===== config.mk =====
export PLATFORM = sky130hd
export DESIGN_NAME = lcd_dec_formatter
export DESIGN_NICKNAME = d
export VERILOG_FILES = /design/src/rtl/lcd_fmt_pkg.sv /design/src/rtl/lcd_dec_formatter_dd_bcd_step.sv /design/src/rtl/lcd_dec_formatter.sv
export SDC_FILE = /design/constraint.sdc
export NUM_CORES = 1
export LEC_CHECK = 0
export CORE_MARGIN = 1
export CORE_UTILIZATION = 25
export CTS_CLUSTER_DIAMETER = 50
export DETAILED_ROUTE_END_ITERATION = 8
export DONT_BUFFER_PORTS = 1
export GPL_ROUTABILITY_DRIVEN = 0
export PLACE_DENSITY = 0.47
export SYNTH_ARGS = -nofsm -noshare
export SYNTH_HDL_FRONTEND = slang
export SYNTH_HIERARCHICAL = 1
export SYNTH_SLANG_ARGS = --single-unit

===== constraint.sdc =====
create_clock -name clk -period 2.8 [get_ports clk]
set_clock_uncertainty 0.1 [all_clocks]
set_input_delay 0.7 -clock clk [delete_from_list [all_inputs] [get_ports clk]]
set_output_delay 0.7 -clock clk [all_outputs]
set_load 0.005 [all_outputs]

===== src/rtl/lcd_fmt_pkg.sv =====
// -----------------------------------------------------------------------------
// lcd_fmt_pkg
//   Constants and types shared by the decimal LCD formatter.
//   - ASCII_*    : characters used to build the display field
//   - fmtState_t : formatter sequencer states
// -----------------------------------------------------------------------------
package lcd_fmt_pkg;

  localparam logic [7:0] ASCII_SPACE = 8'h20;
  localparam logic [7:0] ASCII_ZERO  = 8'h30;
  localparam logic [7:0] ASCII_MINUS = 8'h2D;

  typedef enum logic [1:0] {
    IDLE    = 2'd0,
    CONVERT = 2'd1,
    EMIT    = 2'd2,
    DONE    = 2'd3
  } fmtState_t;

endpackage : lcd_fmt_pkg


===== src/rtl/lcd_dec_formatter_dd_bcd_step.sv =====
// -----------------------------------------------------------------------------
// dd_bcd_step
//   One combinational double-dabble iteration. Every BCD nibble >= 5 gets +3,
//   then {bcd, mag} is shifted left by one bit, moving the next binary MSB
//   into the BCD LSB.
//   Ports:
//     bcdIn  / bcdOut : packed BCD digits, digit 0 in the low nibble
//     magIn  / magOut : remaining binary magnitude, consumed MSB first
// -----------------------------------------------------------------------------
module dd_bcd_step #(
  parameter int WIDTH  = 18,
  parameter int DIGITS = 6
) (
  input  logic [4*DIGITS-1:0] bcdIn,
  input  logic [WIDTH-1:0]    magIn,
  output logic [4*DIGITS-1:0] bcdOut,
  output logic [WIDTH-1:0]    magOut
);

  logic [4*DIGITS+WIDTH-1:0] work;

  // NOTE: every variable written in always_comb is assigned first, so no path
  // leaves it holding a previous value and no latch is inferred.
  always_comb begin
    work = {bcdIn, magIn};
    for (int i = 0; i < DIGITS; i++) begin
      if (work[WIDTH + 4*i +: 4] >= 4'd5) begin
        work[WIDTH + 4*i +: 4] = work[WIDTH + 4*i +: 4] + 4'd3;
      end
    end
  end

  // The top nibble never exceeds 4 for legal WIDTH/DIGITS, so the bit shifted
  // out of the BCD field is always zero.
  assign {bcdOut, magOut} = work << 1;

endmodule : dd_bcd_step


===== src/rtl/lcd_dec_formatter.sv =====
// -----------------------------------------------------------------------------
// lcd_dec_formatter
//   Converts a WIDTH-bit ALU result into a DIGITS+1 character decimal ASCII
//   field (sign column + right-aligned magnitude) and streams it to the LCD
//   driver over a valid/ready handshake.
//   Ports:
//     clk, rst        : clock, synchronous active-high reset
//     start           : conversion request, honoured only in IDLE
//     dataIn          : operand, captured with start
//     signedMode      : 1 = dataIn is two's complement
//     charOut         : ASCII character to LCD_Driver
//     charValid       : charOut is valid
//     charReady       : LCD_Driver accepts charOut
//     busy            : job in progress (start accepted .. DONE)
//     done            : one-cycle pulse after the last character is accepted
//   Requires 10**DIGITS > 2**WIDTH.
// -----------------------------------------------------------------------------
module lcd_dec_formatter
  import lcd_fmt_pkg::*;
#(
  parameter int WIDTH       = 18,
  parameter int DIGITS      = 6,
  parameter int BLANK_ZEROS = 1
) (
  input  logic             clk,
  input  logic             rst,
  input  logic             start,
  input  logic [WIDTH-1:0] dataIn,
  input  logic             signedMode,
  output logic [7:0]       charOut,
  output logic             charValid,
  input  logic             charReady,
  output logic             busy,
  output logic             done
);

  localparam int CNT_W = $clog2(WIDTH);
  localparam int IDX_W = $clog2(DIGITS + 1);

  fmtState_t             state;
  logic                  negReg;
  logic [WIDTH-1:0]      mag;
  logic [4*DIGITS-1:0]   bcd;
  logic [CNT_W-1:0]      bitCnt;
  logic [IDX_W-1:0]      charIdx;

  logic                  inNeg;
  logic [WIDTH-1:0]      inMag;
  logic [4*DIGITS-1:0]   stepBcd;
  logic [WIDTH-1:0]      stepMag;
  logic [7:0]            charTable [DIGITS+1];

  // The most negative value negates to itself; read as unsigned it is the
  // correct magnitude (2**(WIDTH-1)).
  assign inNeg = signedMode & dataIn[WIDTH-1];
  assign inMag = inNeg ? WIDTH'(~dataIn + 1'b1) : dataIn;

  dd_bcd_step #(
    .WIDTH  (WIDTH),
    .DIGITS (DIGITS)
  ) u_step (
    .bcdIn  (bcd),
    .magIn  (mag),
    .bcdOut (stepBcd),
    .magOut (stepMag)
  );

  // Character for every field position, derived from the finished BCD value.
  // A digit is blanked while all more significant digits are zero; the units
  // digit is always printed so zero shows as "0".
  always_comb begin
    logic       leading;
    logic [3:0] digit;
    leading      = 1'b1;
    digit        = 4'd0;
    charTable[0] = negReg ? ASCII_MINUS : ASCII_SPACE;
    for (int k = 1; k <= DIGITS; k++) begin
      digit   = bcd[4*(DIGITS-k) +: 4];
      leading = leading & (digit == 4'd0);
      if ((BLANK_ZEROS != 0) && leading && (k != DIGITS)) begin
        charTable[k] = ASCII_SPACE;
      end else begin
        charTable[k] = ASCII_ZERO + {4'd0, digit};
      end
    end
  end

  // NOTE: sequential state uses non-blocking assignments only, so every
  // register samples pre-edge values and simulation matches the hardware.
  always_ff @(posedge clk) begin
    if (rst) begin
      // NOTE: datapath registers are reset along with control so the
      // post-reset state is fully defined, not left to power-up values.
      state     <= IDLE;
      negReg    <= 1'b0;
      mag       <= '0;
      bcd       <= '0;
      bitCnt    <= '0;
      charIdx   <= '0;
      charOut   <= ASCII_SPACE;
      charValid <= 1'b0;
      busy      <= 1'b0;
      done      <= 1'b0;
    end else begin
      case (state)
        IDLE: begin
          if (start) begin
            negReg <= inNeg;
            mag    <= inMag;
            bcd    <= '0;
            bitCnt <= '0;
            busy   <= 1'b1;
            state  <= CONVERT;
          end
        end

        CONVERT: begin
          bcd <= stepBcd;
          mag <= stepMag;
          if (bitCnt == CNT_W'(WIDTH - 1)) begin
            // Sign column does not depend on the BCD value still being written.
            bitCnt    <= '0;
            charIdx   <= '0;
            charOut   <= charTable[0];
            charValid <= 1'b1;
            state     <= EMIT;
          end else begin
            bitCnt <= bitCnt + 1'b1;
          end
        end

        EMIT: begin
          if (charReady) begin
            if (charIdx == IDX_W'(DIGITS)) begin
              charIdx   <= '0;
              charOut   <= ASCII_SPACE;
              charValid <= 1'b0;
              done      <= 1'b1;
              state     <= DONE;
            end else begin
              charIdx <= charIdx + 1'b1;
              charOut <= charTable[charIdx + 1'b1];
            end
          end
        end

        DONE: begin
          done  <= 1'b0;
          busy  <= 1'b0;
          state <= IDLE;
        end

        default: state <= IDLE;
      endcase
    end
  end

endmodule : lcd_dec_formatter


=== Word-level counts from Yosys, hierarchy flattened ===
Index checks and enable logic that the tools add are counted.

* Register bits after elaboration: 64
* Bits of input ports: 23

* Add/sub/neg operators: 15
* Order comparisons: 7
* Equality and inequality tests: 9
* Mux-type cells: 45
* Bitwise gates (word level): 7
* Reductions and logical operators: 17

{| class="wikitable"
|+ Operators with widths
! kind !! count
|-
| $mux 8 || 10
|-
| $pmux 24 s2 || 1
|-
| $add 6x4->7 const A || 6
|-
| $mux 18 || 2
|-
| $pmux 18 s2 || 1
|-
| $bmux 8 s3 || 1
|-
| $ge 4x3->1 const B || 6
|-
| $mux 24 || 1
|-
| $mux 4 || 6
|-
| $add 4x2->4 const B || 5
|-
| $logic_not 4->1 || 5
|-
| $add 18x1->18 const B || 1
|-
| $not 18->18 || 1
|-
| $pmux 8 s2 || 1
|-
| $mux 3 || 4
|-
| $mux 5 || 2
|-
| $pmux 5 s2 || 1
|-
| $mux 2 || 4
|-
| $ne 2x2->1 const B || 4
|-
| $pmux 2 s4 || 1
|-
| $reduce_and 4->1 || 2
|-
| $reduce_bool 2->1 || 4
|-
| $mux 1 || 6
|-
| $pmux 1 s2 || 3
|-
| other kinds (14) || 22
|}

=== Longest topological paths before layout ===
* Depth in word-level cells: 12
* Gate-level depth with buffers: 9

=== By module ===
Netlist, hierarchy kept.

{| class="wikitable"
|+ By module, submodules not included
! module !! instances !! cells each !! area each (sq um) !! sequential area each (sq um)
|-
| lcd_dec_formatter || 1 || 381 || 3228.1 || 1241.2
|-
| dd_bcd_step || 1 || 112 || 734.5 || 0.0
|}

=== Worst setup path before layout ===
OpenSTA, ideal clock, no wires.

* Path kind: register to register
* From: register charIdx[0]
* To: register charOut[4]
* Data arrival time: 2082 ps
* Required time: 2608 ps
* Slack: 526 ps
* Stages on the path, launching flop included: 9
* Path buffers: 3
* Period minus slack after synthesis: 2274 ps
* Cells stage by stage: dfxtp_1 -> buf_2 -> clkinv_1 -> ha_1 -> buf_2 -> clkbuf_1 -> nor2_1 -> a211o_1 -> o32ai_1

* Cells in the longest elaborated chain, start to end: 8
* Elaborated cells on any way between the ends: 9
* Those cells by class: add/sub (1); eq/ne (1); mux (6); bitwise (1)

{| class="wikitable"
|+ Ends and longest elaborated chain
! item !! RTL line !! text
|-
| start: declaration || lcd_dec_formatter.sv:45 || <nowiki>logic [IDX_W-1:0] charIdx;</nowiki>
|-
| start signal: assignment || lcd_dec_formatter.sv:141 || <nowiki>charIdx <= charIdx + 1'b1;</nowiki>
|-
| $add 3x1->3 || lcd_dec_formatter.sv:142 || <nowiki>charOut <= charTable[charIdx + 1'b1];</nowiki>
|-
| $not 3->4 (implied by the code) || lcd_dec_formatter.sv:142 ||
|-
| $bmux 8 s3 || lcd_dec_formatter.sv:142 ||
|-
| $mux 8 (implied by the code) (2 in a row) || lcd_dec_formatter.sv:142 ||
|-
| $mux 8 * || lcd_dec_formatter.sv:134 || <nowiki>if (charIdx == IDX_W'(DIGITS)) begin</nowiki>
|-
| $mux 8 * || lcd_dec_formatter.sv:133 || <nowiki>if (charReady) begin</nowiki>
|-
| $pmux 8 s2 * || lcd_dec_formatter.sv:105 || <nowiki>case (state)</nowiki>
|-
| end signal: assignment || lcd_dec_formatter.sv:124 || <nowiki>charOut <= charTable[0];</nowiki>
|-
| end signal: assignment || lcd_dec_formatter.sv:142 ||
|-
| end: declaration || lcd_dec_formatter.sv:30 || <nowiki>output logic [7:0] charOut,</nowiki>
|}

Every way passes the cells marked *; elsewhere a longest branch is shown, timed or not. The select of a mux whose other input is x is not followed.
A chain may end at the register's enable or synchronous reset.

=== Worst setup path in the final report ===
* From: register state[0]
* To: register mag[13]

* Cells in the longest elaborated chain, start to end: 3
* Elaborated cells on any way between the ends: 6
* Those cells by class: eq/ne (2); mux (1); reduce/logical (3)

{| class="wikitable"
|+ Ends and longest elaborated chain
! item !! RTL line !! text
|-
| start: declaration || lcd_dec_formatter.sv:40 || <nowiki>fmtState_t state;</nowiki>
|-
| start signal: assignment || lcd_dec_formatter.sv:94 || <nowiki>state <= IDLE;</nowiki>
|-
| start signal: assignment || lcd_dec_formatter.sv:113 || <nowiki>state <= CONVERT;</nowiki>
|-
| start signal: assignment || lcd_dec_formatter.sv:126 || <nowiki>state <= EMIT;</nowiki>
|-
| $eq 2x1->1 / $logic_not 2->1 (equally long branches) || lcd_dec_formatter.sv:105 ||
|-
| $reduce_bool 2->1 (no source line) / $ne 2x2->1 (equally long branches) || n/a ||
|-
| $reduce_and 2->1 (no source line) || n/a ||
|-
| end signal: assignment || lcd_dec_formatter.sv:109 || <nowiki>mag <= inMag;</nowiki>
|-
| end signal: assignment || lcd_dec_formatter.sv:119 || <nowiki>mag <= stepMag;</nowiki>
|-
| end: declaration || lcd_dec_formatter.sv:42 || <nowiki>logic [WIDTH-1:0] mag;</nowiki>
|}

Several ways; a longest one is shown, not always the timed one.

==> summary.md <==
| Metric | Value |
|---|---|
| Core Util, Final | `0.284` |
| Worst R2R Setup Slack | `0.53 ns` |
| Hpwl dp | `6700 microns` |
| Clock Latency Late Sink | `0.33 ns` |
| F_max | `0.440 GHz` |
| CTS root buf | `clkbuf_16` |
| Worst-case reg-to-reg path depth | `6` |
| Die X | `128 microns` |
| Avg Vias per Cell | `4.75` |
| Slowest cell on crit path | `and2_1` |
| Crit path capture | `mag[13]` |
| Total core area | `15300 sq um` |
| Drt first pass iters | `4` |
| Setup bufs post-CTS | `0` |
| Hold WS | `0.329 ns` |
| # setup viols final | `0` |
| Share of layout cells above drive strength 1 | `0.0892` |
| Critical path class | `reg -> reg` |
| Final nets | `511` |
| PD cells | `787 nW/um^2` |
| Most frequent cell after synthesis | `nor2_1` |
| Total track usage | `0.125` |
| Cts-stage hold buffer count | `0` |
| Syn Area/Cell | `8.04 sq um` |
| Status | `finished, final reports clean` |
| CTS resizes | `0` |
| Worst R2R End | `mag[13]` |
| Longest Clk Path Bufs | `2` |
| Data arrival, critical path | `2.42 ns` |
| FFs w/ async S/R, synth | `0` |
| Mapped Area | `3960 sq um` |
| Cell variety after synth | `58` |
| Num CTS Buffers | `9` |
| Top post-synthesis cells by area | `dfxtp_1 (31%), ha_1 (6.6%), nor2_1 (6.0%)` |
| Num rows | `45` |
| Worst min-delay path category | `in -> reg` |
| First-pass GRT wire length | `16200 microns` |
| Number of synthesized flops with an enable pin | `0` |
| Min Tclk post-route | `2.27 ns` |
| DR iter-0 viols | `187` |
| Vias in the first global route | `3253` |
| Port bufs | `0` |
| Hold Violations, Final | `0` |
| Worst path cell trace | `inv_1 -> ha_1 -> nand2b_1 -> and2_1 -> a22oi_1 -> o22ai_1` |
| CP Launch Type | `flop` |
| RSZ-0062 raised after global routing | `no` |
| Max_cap viols | `0` |
| Antenna Nets Post-Route | `0` |
| Seq/Total Area, Yosys | `0.313` |
| P_leak | `1.62 nW` |
| Crit. Startpoint | `state[0]` |
| Detail-routed net length per standard cell | `13.8 microns` |
| Slew Viols, Final | `0` |
| Pin count of the biggest net entering global routing | `63` |
| Via count | `3239` |
| Cells after Synth | `493` |
| Critical Path Max Stage Delay | `0.83 ns` |
| Maximum VDD drop | `0.277 mV` |
| Worst Path Required | `2.95 ns` |
| Post-synth top area cell | `dfxtp_1` |
| Period utilization | `0.812` |
| FF-to-FF Start | `state[0]` |
| CP Max Fanout | `25` |
| Area Growth Syn to Fin | `9.73%` |
| Initial Util | `0.259` |
| Seq cells post-synth | `62` |
| ANT cells | `0` |
| Synthesis Warnings | `6` |
| Commonest cells post-synth | `nor2_1 (63), dfxtp_1 (62), nand2_1 (49), a22oi_1 (25), buf_4 (22)` |
| Worst Hold Launch | `rst` |
| Headroom to the max-slew limit | `0.311` |
| DRC | `0` |
| DIE AREA | `16400 sq um` |
| Cell Count, Final, Fillers Out | `682` |
| Reg clk slew, reported paths | `0.05 ns` |
| TritonCTS clock tree | `done` |
| DRT Wirelength | `9420 microns` |
| Worst-margin pin slew | `1.03 ns` |
| Initial antenna violation count | `0` |
| Synth Flop Type | `dfxtp_1` |
| Setup total negative slack | `0 ns` |
| Top Ports | `34` |
| Top-area cell type share of the netlist area | `0.313` |
| Clock sinks | `62` |
| Total gr overflow | `0` |
| Die Y | `128 microns` |
| Placed insts | `667` |
| CP Capture Type | `flop` |
| Htree depth | `3` |
flip-flops by register name, summed over array words and instances, names as in the netlist:
register / flops
state: 2
mag: 18
charIdx: 3
bcd: 24
busy: 1
charOut: 6
bitCnt: 5
done: 1
charValid: 1
negReg: 1
worst min path at each step:
| stage | end | slack [ns] | cells past startpoint |
|---|---|---|---|
| final | mag[17] | 0.33 | 1 |
| after global routing | mag[17] | 0.31 | 1 |
| after CTS | mag[17] | 0.32 | 1 |
| after detailed placement | mag[5] | 0.33 | 2 |
| after global placement | mag[5] | 0.33 | 2 |
| after floorplan | mag[1] | 0.33 | 2 |
kinds of logic after synthesis:
family | Yosys count | synth area share
other | 2 | 0.00190
XOR/XNOR | 25 | 0.0553
AND/OR/NAND/NOR | 177 | 0.209
buffers and inverters | 67 | 0.0906
adder cells (fa/ha/maj) | 21 | 0.0663
flip-flops | 62 | 0.313
multiplexers | 19 | 0.0587
AO/OA/AOI/OAI | 120 | 0.205
placed cells by master, fill, tap and decap left out, types with 8 or more instances in the layout:
cell and count:
nand3_1 8, ha_1 21, xor2_1 10, nand2_1 49, nand2b_1 21, inv_1 20, nor2_1 63, a22oi_1 25
a31oi_1 10, nor3_1 10, xnor2_1 15, o22ai_1 9, o21ai_0 13, a21oi_1 20, mux2i_1 12, buf_4 8
o21ai_1 8, clkbuf_16 9, dfxtp_1 62
stage by stage:
step / total power [mW] / worst slack (ns) / instance area, sq um
final: 3.42 / 0.527 / 4350
after global routing: 3.66 / 0.301 / 4350
after CTS: 3.47 / 0.459 / 4350
after global placement: 2.15 / 0.513 / 4010
after floorplan: 2.04 / 0.526 / 3970
after detailed placement: 2.18 / 0.488 / 4010
routing by layer:
layer,share of wire,vias to the layer above,global-route usage,wire (microns)
li1,-,1658,-,-
met1,0.47,1514,0.155,4440
met2,0.47,62,0.204,4400
met3,0.054,5,0.0401,511
met4,0.0081,0,0.0374,76
met5,0,-,0,0
worst max-delay path: cells and delay by family (launching register included):
kind / cells / cell delay [ns]
buffers and inverters: 1 / 0.09
AOI/OAI and AO/OA: 2 / 0.36
DFF: 1 / 0.37
and+or+nand+nor: 2 / 0.99
adders and majority gates: 1 / 0.29
cell type report:
class	count	area (sq um)
Clock buffer	11	243
Clock inverter	4	95.1
Fill cell	1692	11000
Inverter	21	78.8
Multi-Input combinational cell	365	2370
Sequential cell	62	1240
Tap cell	211	264
Timing Repair Buffer	8	60.1
where the power goes:
group / switching (mW) / internal [mW]
Sequential: 0.119 / 1.04
Clock: 0.389 / 0.887
Combinational: 0.625 / 0.357
Total: 1.13 / 2.29
Power figures use the tool's default switching activity.
